`src/rtl/alarm_timer.sv`:
```
// rtl/alarm_timer.sv - countdown timer and 1 Hz time base for the alarm state machine
//
// Purpose:
//   Free-running divider that produces a one-cycle strobe once per second,
//   four reprogrammable delay registers (seconds), and a two-state countdown
//   that loads the selected delay on start_timer and pulses expired when the
//   count runs out. Sits beside the alarm FSM in the alarm top level.
//
// Build option:
//   ALARM_TIMER_BLINK_EN - when defined, blink toggles on every one-second
//   strobe (0.5 Hz square wave). When undefined, blink is tied low.
//
// Ports:
//   clock          in   1  system clock, rising edge
//   reset_n        in   1  asynchronous active-low reset
//   start_timer    in   1  load delay[interval] and start counting
//   interval       in   2  delay select, sampled only with start_timer
//   reprogram      in   1  write time_value into delay[time_param_sel], aborts a count
//   time_param_sel in   2  delay register written by reprogram
//   time_value     in   4  new delay in seconds
//   one_hz_enable  out  1  one-cycle strobe per second
//   expired        out  1  one-cycle pulse at the end of a countdown
//   running        out  1  countdown in progress
//   seconds_left   out  4  remaining seconds, 0 when idle
//   blink          out  1  0.5 Hz square wave (build option)

module alarm_timer #(
  parameter int CYCLES_PER_SEC = 50_000_000,
  parameter int T_ARM_DELAY    = 6,
  parameter int T_DRIVER_DELAY = 8,
  parameter int T_PASS_DELAY   = 15,
  parameter int T_ALARM_ON     = 10
) (
  input  logic       clock,
  input  logic       reset_n,
  input  logic       start_timer,
  input  logic [1:0] interval,
  input  logic       reprogram,
  input  logic [1:0] time_param_sel,
  input  logic [3:0] time_value,
  output logic       one_hz_enable,
  output logic       expired,
  output logic       running,
  output logic [3:0] seconds_left,
  output logic       blink
);

  localparam int DIV_W = (CYCLES_PER_SEC > 1) ? $clog2(CYCLES_PER_SEC) : 1;
  localparam logic [DIV_W-1:0] DIV_MAX = DIV_W'(CYCLES_PER_SEC - 1);

  typedef enum logic {
    S_IDLE = 1'b0,
    S_RUN  = 1'b1
  } state_t;

  logic [DIV_W-1:0] r_div;
  logic             w_tick;
  logic             w_start_accept;

  logic [3:0]       r_delay [0:3];

  state_t           r_state;
  state_t           w_state_nxt;
  logic [3:0]       r_secs;
  logic [3:0]       w_secs_nxt;
  logic             r_expired;
  logic             w_expired_nxt;

  // reprogram outranks start_timer, so a start in a reprogram cycle is
  // neither loaded nor allowed to realign the divider.
  assign w_start_accept = start_timer & ~reprogram;
  assign w_tick         = (r_div == DIV_MAX);

  // Divider: realigned on an accepted start so the first tick lands exactly
  // one full second after the start, regardless of the previous phase.
  always_ff @(posedge clock or negedge reset_n) begin
    if (!reset_n) begin
      r_div <= '0;
    end else if (w_start_accept || w_tick) begin
      r_div <= '0;
    end else begin
      r_div <= r_div + 1'b1;
    end
  end

  // Delay registers
  always_ff @(posedge clock or negedge reset_n) begin
    if (!reset_n) begin
      r_delay[0] <= 4'(T_ARM_DELAY);
      r_delay[1] <= 4'(T_DRIVER_DELAY);
      r_delay[2] <= 4'(T_PASS_DELAY);
      r_delay[3] <= 4'(T_ALARM_ON);
    end else if (reprogram) begin
      r_delay[time_param_sel] <= time_value;
    end
  end

  // Countdown FSM: state and registered outputs
  always_ff @(posedge clock or negedge reset_n) begin
    if (!reset_n) begin
      r_state   <= S_IDLE;
      r_secs    <= 4'd0;
      r_expired <= 1'b0;
    end else begin
      r_state   <= w_state_nxt;
      r_secs    <= w_secs_nxt;
      r_expired <= w_expired_nxt;
    end
  end

  always_comb begin
    w_state_nxt   = r_state;
    w_secs_nxt    = r_secs;
    w_expired_nxt = 1'b0;

    if (reprogram) begin
      // Abort without an expiry pulse; the FSM will restart explicitly.
      w_state_nxt = S_IDLE;
      w_secs_nxt  = 4'd0;
    end else if (start_timer) begin
      // Valid from either state; a start on the final tick wins over expiry.
      w_state_nxt = S_RUN;
      w_secs_nxt  = r_delay[interval];
    end else begin
      case (r_state)
        S_RUN: begin
          if (w_tick) begin
            // A loaded 0 takes the <=1 branch, so it behaves as a 1 s delay
            // and the count never wraps below zero.
            if (r_secs > 4'd1) begin
              w_secs_nxt = r_secs - 4'd1;
            end else begin
              w_secs_nxt    = 4'd0;
              w_expired_nxt = 1'b1;
              w_state_nxt   = S_IDLE;
            end
          end
        end
        default: begin
          w_state_nxt = S_IDLE;
        end
      endcase
    end
  end

  assign one_hz_enable = w_tick;
  assign expired       = r_expired;
  assign running       = (r_state == S_RUN);
  assign seconds_left  = r_secs;

`ifdef ALARM_TIMER_BLINK_EN
  logic r_blink;

  // Free-running toggle, independent of the countdown state.
  always_ff @(posedge clock or negedge reset_n) begin
    if (!reset_n) begin
      r_blink <= 1'b0;
    end else if (w_tick) begin
      r_blink <= ~r_blink;
    end
  end

  assign blink = r_blink;
`else
  assign blink = 1'b0;
`endif

endmodule

```
`config.mk`:
```
export PLATFORM = sky130hd
export DESIGN_NAME = alarm_timer
export DESIGN_NICKNAME = d
export VERILOG_FILES = /design/src/rtl/alarm_timer.sv
export SDC_FILE = /design/constraint.sdc
export NUM_CORES = 1
export LEC_CHECK = 0
export CORE_MARGIN = 2
export CORE_UTILIZATION = 35
export DETAILED_ROUTE_END_ITERATION = 16
export PLACE_DENSITY = 0.53
export SYNTH_ARGS = -nofsm -noshare
export SYNTH_HDL_FRONTEND = slang
export SYNTH_SLANG_ARGS = --single-unit
```
`constraint.sdc`:
```
create_clock -name clock -period 2.1 [get_ports clock]
set_input_delay 0.21 -clock clock [delete_from_list [all_inputs] [get_ports clock]]
set_output_delay 0.21 -clock clock [all_outputs]
set_load 0.02 [all_outputs]
```
* Word level (Yosys, flattened, before mapping) *
Index checks and enable logic that the tools add are counted.

word-level totals
  input port bits = 12
  flip-flop bits (word level) = 48
  output and inout bits = 8

operators by class
  bitwise logic cells = 4
  add/sub/neg operators = 2
  magnitude comparators = 4
  mux-type cells = 22
  reductions and logical operators = 5
  equal/unequal tests = 1

operator list
  cell                   count
  $mux 4                 8
  $add 26x1->26 const B  1
  $eq 26x26->1 const B   1
  $mux 26                1
  $bwmux 16              1
  $mux 1                 10
  $bmux 4 s2             1
  $demux 4 s2            1
  $ge 3x3->1 const B     2
  $not 2->3              2
  $reduce_bool 3->1      2
  $gt 4x1->1 const B     1
  $sub 4x1->4 const B    1
  $lt 3x1->1 const B     1
  $reduce_and 2->1       1
  $and 1x1->1            1
  $logic_and 1x1->1      1
  $logic_or 1x1->1       1
  $not 1->1              1

* Longest topological paths before layout *
  word-level depth = 6
  gate-level depth with buffers = 8
  gate-level depth less buffers = 6

* Least setup slack after synthesis *
Ideal clock, no wire load.

  path kind = register to register
  start = register r_div[0]
  end = register r_div[2]
  slack = 147 ps
  arrival = 1821 ps
  cell stages (with the launch flop) = 9
  data required time = 1968 ps
  clock period less this slack = 1953 ps
  cell sequence = dfrtp_1 -> ha_1 -> and3_1 -> buf_2 -> and4_1 -> clkbuf_1 -> a21o_1 -> clkbuf_1 -> nor2_1

on the way
  cells in the longest elaborated chain, start to end = 3
  elaborated cells on any way between the ends = 4
  classes of those cells = add/sub (1); eq/ne (1); mux (1); reduce/logical (1)

ends and longest elaborated chain
  element                                                line  source
  start: declaration                                     56    logic [DIV_W-1:0] r_div;
  start signal: assignment                               82    r_div <= r_div + 1'b1;
  branches (longest 2 deep; another with $add 26x1->26)  -
  $mux 26 (*)                                            79    end else if (w_start_accept || w_tick) begin

Mark *: on every way between the ends.
A chain may end at the register's enable or synchronous reset.

* Final worst setup path *
  start = register r_div[1]
  end = output one_hz_enable

on the way
  cells in the longest elaborated chain, start to end = 1

ends and longest elaborated chain
  element           line  source
  $eq 26x26->1      72    assign w_tick = (r_div == DIV_MAX);
  end: declaration  41    output logic one_hz_enable,

No other way between the ends.

==> results by group <==
Run status
  – Status: finished, final reports clean

Worst setup path
  – FF-to-FF End: r_div[20]$_DFF_PN0_
  – CP required: 1890 ps
  – Critical path launch point type: flop
  – WS Path Type: flop to output pin
  – Crit-path max FO: 4
  – Type of element capturing the critical path: output pin
  – CP max stage delay: 400 ps
  – R2R cell count: 5
  – Critical path's slowest cell: dfrtp_1
  – Crit-path cells: ha_1 -> and3_1 -> and4_1 -> and2_1 -> clkdlybuf4s15_1
  – CP arrival: 1750 ps
  – RR Startpoint: r_div[1]$_DFF_PN0_
  – R2R Setup Slk: 160 ps

STA
  – Fmax achieved: 510 MHz
  – Worst slew pin tran: between 600 and 700 ps
  – Final hold violation count: 0
  – Fin Hold WS: 421 ps
  – Minimum clock period: 1960 ps
  – Max_slew headroom: 57.2%
  – Clock skew: approximately 8.5 ps
  – Setup violators final: 0
  – RSZ-0062 raised after global routing: no
  – Max Slew Vio Count: 0
  – Setup_tns: 0 ps
  – Final worst-path cycle share: between 90% and 100%
  – Setup ws final: between 100 and 150 ps

CTS
  – Inserted Clock Buffers: 5
  – Number of H-tree levels: 2
  – Setup bufs post-CTS: 0
  – CTS tree: built
  – Clock sink count: 48
  – CTS Root Cell: clkbuf_8
  – Max Buffers Root-to-Sink: 2
  – Clock slew at reported path FFs: 90 ps
  – Worst-skew pair later-pin latency: roughly 310 ps

Placed design
  – Hpwl dp: 3910 um
  – Final Wtd Congestion: roughly 0.84
  – Cell Area, Placed: 2910 um^2
  – Pre-CTS WS: just under 90 ps
  – Dpl cells: 359
  – PortBufs: 18

Global routing
  – Remaining global-route overflow: 0
  – M3 GR Usage: 2.83%
  – Initial antenna violation count: 0
  – Total GRT Usage: 15.9%
  – Global-route wire length before repair: 9580 um
  – M2 GR Usage: 25.6%
  – Busiest grt layer: met2
  – Met1 usage: 22.1%
  – Largest net degree at the start of global routing: between 40 and 50
  – Vias in the first global route: 1988

Synthesis
  – Synthesis-stage register bit count: 48
  – Top cells by area, synth: dfrtp_1 (39%), dfstp_2 (9.6%), mux2_2 (7.3%), mux4_2 (3.6%), nor2_1 (3.0%)
  – Count leader, synth: dfrtp_1
  – Syn nets: 248
  – Mean Syn Cell Area: 10.6 um^2
  – Area leader, netlist: dfrtp_1
  – Number of synthesized flops with an enable pin: 0
  – Mapped Area: 2470 um^2
  – Asr flop ratio synth: 100%
  – Multiplexer area fraction after synthesis: between 10% and 20%
  – Synth cell count leaders: dfrtp_1 (39), nor2_1 (20), mux2_2 (16)
  – Post-synthesis compound-gate area fraction: 8.95%
  – Synth Area in Adders: 1.52%
  – XOR/XNOR Fraction of Synth Area: 4.25%
  – Ys flop type: dfrtp_1
  – Yosys cell types: 43
  – Synth Area in Simple Gates: 22.3%
  – Seq/Total Area, Yosys: 49.0%
  – Synth Warn #: 0
  – Synth Instances: roughly 230
  – Largest family of logic cells by synthesized area: simple AND/OR/NAND/NOR gates
  – Top-area cell type share of the netlist area: 39.5%

Power and ir drop
  – Part of the power in combinational logic: 14.4%
  – Final Power: 2.21 mW
  – Worst ir drop on vdd: 0.000335 V
  – Clock share of power: 35.2%
  – Sw Pwr: 0.537 mW
  – Cell Pwr Density: 716 nW/um^2
  – Sequential Power Share: 50.4%
  – P_int: 1.67 mW
  – Sw frac: 24.4%
  – LEAKAGE: 1.25 nW

Layout
  – Design Area, Final: slightly above 3000 um^2
  – Layout cells sized above 1: about 25%
  – Number of diodes: 0
  – Util after Layout: 45.1%
  – Final #Nets: 286
  – FILL cells: between 600 and 700
  – Final Instance Count excl. Fillers: ~370
  – Area delta synth->final: 24.5%

Job
  – Total of max-cap violations: 0

Routing
  – Total number of vias: between 1500 and 2000
  – Vias per cell: 5.25
  – Antenna-violating nets left: 0
  – Iteration-0 DRC Markers: 70
  – Pre-Repair DR Iteration Count: 4
  – WL/cell: 14.5 um
  – Remaining DRCs: 0
  – Wirelength, routed: about 5300 um

Hold path
  – Min-Delay Path Class: primary input to asynchronous set/reset pin

Floorplanning
  – I/O pin count: 20
  – Effective utilization at floorplan: 36.2%
  – Vert. Die Dim: 88.1 um
  – Core area: approximately 6800 um^2
  – Row count: 30
  – Die W: 88.1 um
  – DIE AREA: roughly 7800 um^2
==> routing by layer <==
layer / vias up / part of all wire (%)
met5: - / 0
met4: 0 / 0.96
met3: 7 / 2.8
met2: 20 / 47
met1: 964 / 49
li1: 942 / -
==> worst max-delay path: cells and delay by family, from the launching register on <==
family | cells | cell delay, ps
DFF | 1 | 400
adders and majority gates | 1 | 210
buffers and inverters | 1 | 290
and+or+nand+nor | 3 | 550
==> sequential cells by signal, indices dropped and copies added (netlist names) <==
signal	count
expired	1
seconds_left	4
running	1
r_div	26
r_delay	16
==> power groups by stage <==
stage | registers [mW] | clock network, mW | logic [mW]
floorplan | 1.12 | 0 | 0.189
finish | 1.11 | 0.776 | 0.317
detailed placement | 1.13 | 0 | 0.321
global placement | 1.13 | 0 | 0.317
CTS | 1.11 | 0.805 | 0.324
global route | 1.13 | 0.850 | 0.357
==> area by class of cell <==
class,count,area [um^2],share of cell area (%)
Clock buffer,8,144,4.67
Inverter,9,33.8,1.10
Multi-Input combinational cell,168,1210,39.3
Sequential cell,48,1210,39.4
Tap cell,96,120,3.90
Timing Repair Buffer,39,360,11.7
==> logic make-up after synthesis <==
family	count (synthesis)
mux	20
fa+ha+maj	3
flops	48
simple gates	97
compound gates	35
xor+xnor	12
buf+inv	17
other cells	1
==> cell usage in the layout (no fill, tap or decap), types with 5 or more instances in the layout <==
| cell type | instances |
|---|---|
| xor2_1 | 6 |
| nand3_1 | 11 |
| nand2_1 | 12 |
| nand4_1 | 8 |
| clkbuf_8 | 5 |
| or4_1 | 8 |
| nor3_1 | 6 |
| inv_1 | 9 |
| dfstp_2 | 9 |
| nor2_1 | 20 |
| dfrtp_1 | 39 |
| xnor2_1 | 6 |
| a21oi_1 | 12 |
| buf_4 | 18 |
| clkdlybuf4s50_1 | 16 |
| mux2_2 | 16 |
| o31ai_1 | 8 |
| o21ai_0 | 6 |
| and3_1 | 5 |
==> how the worst max path moves through the flow <==
stage,cells past startpoint,slack [ps],start,endpoint
after global placement,4,120,r_div[13]$_DFF_PN0_,r_div[25]$_DFF_PN0_
final,5,140,r_div[1]$_DFF_PN0_,one_hz_enable
after CTS,4,60,r_div[13]$_DFF_PN0_,r_div[25]$_DFF_PN0_
after floorplan,8,150,r_div[0]$_DFF_PN0_,r_div[2]$_DFF_PN0_
after global routing,5,7,r_div[1]$_DFF_PN0_,one_hz_enable
after detailed placement,4,90,r_div[13]$_DFF_PN0_,r_div[25]$_DFF_PN0_
==> what timing repair did <==
action | CTS | global route
endpoints found under the hold margin | 39 | 0
hold buffers | 1 | 0
endpoints found under the setup margin | 1 | 4
resized for setup | 2 | 4
Note: power is estimated with default switching activity, not from simulation.
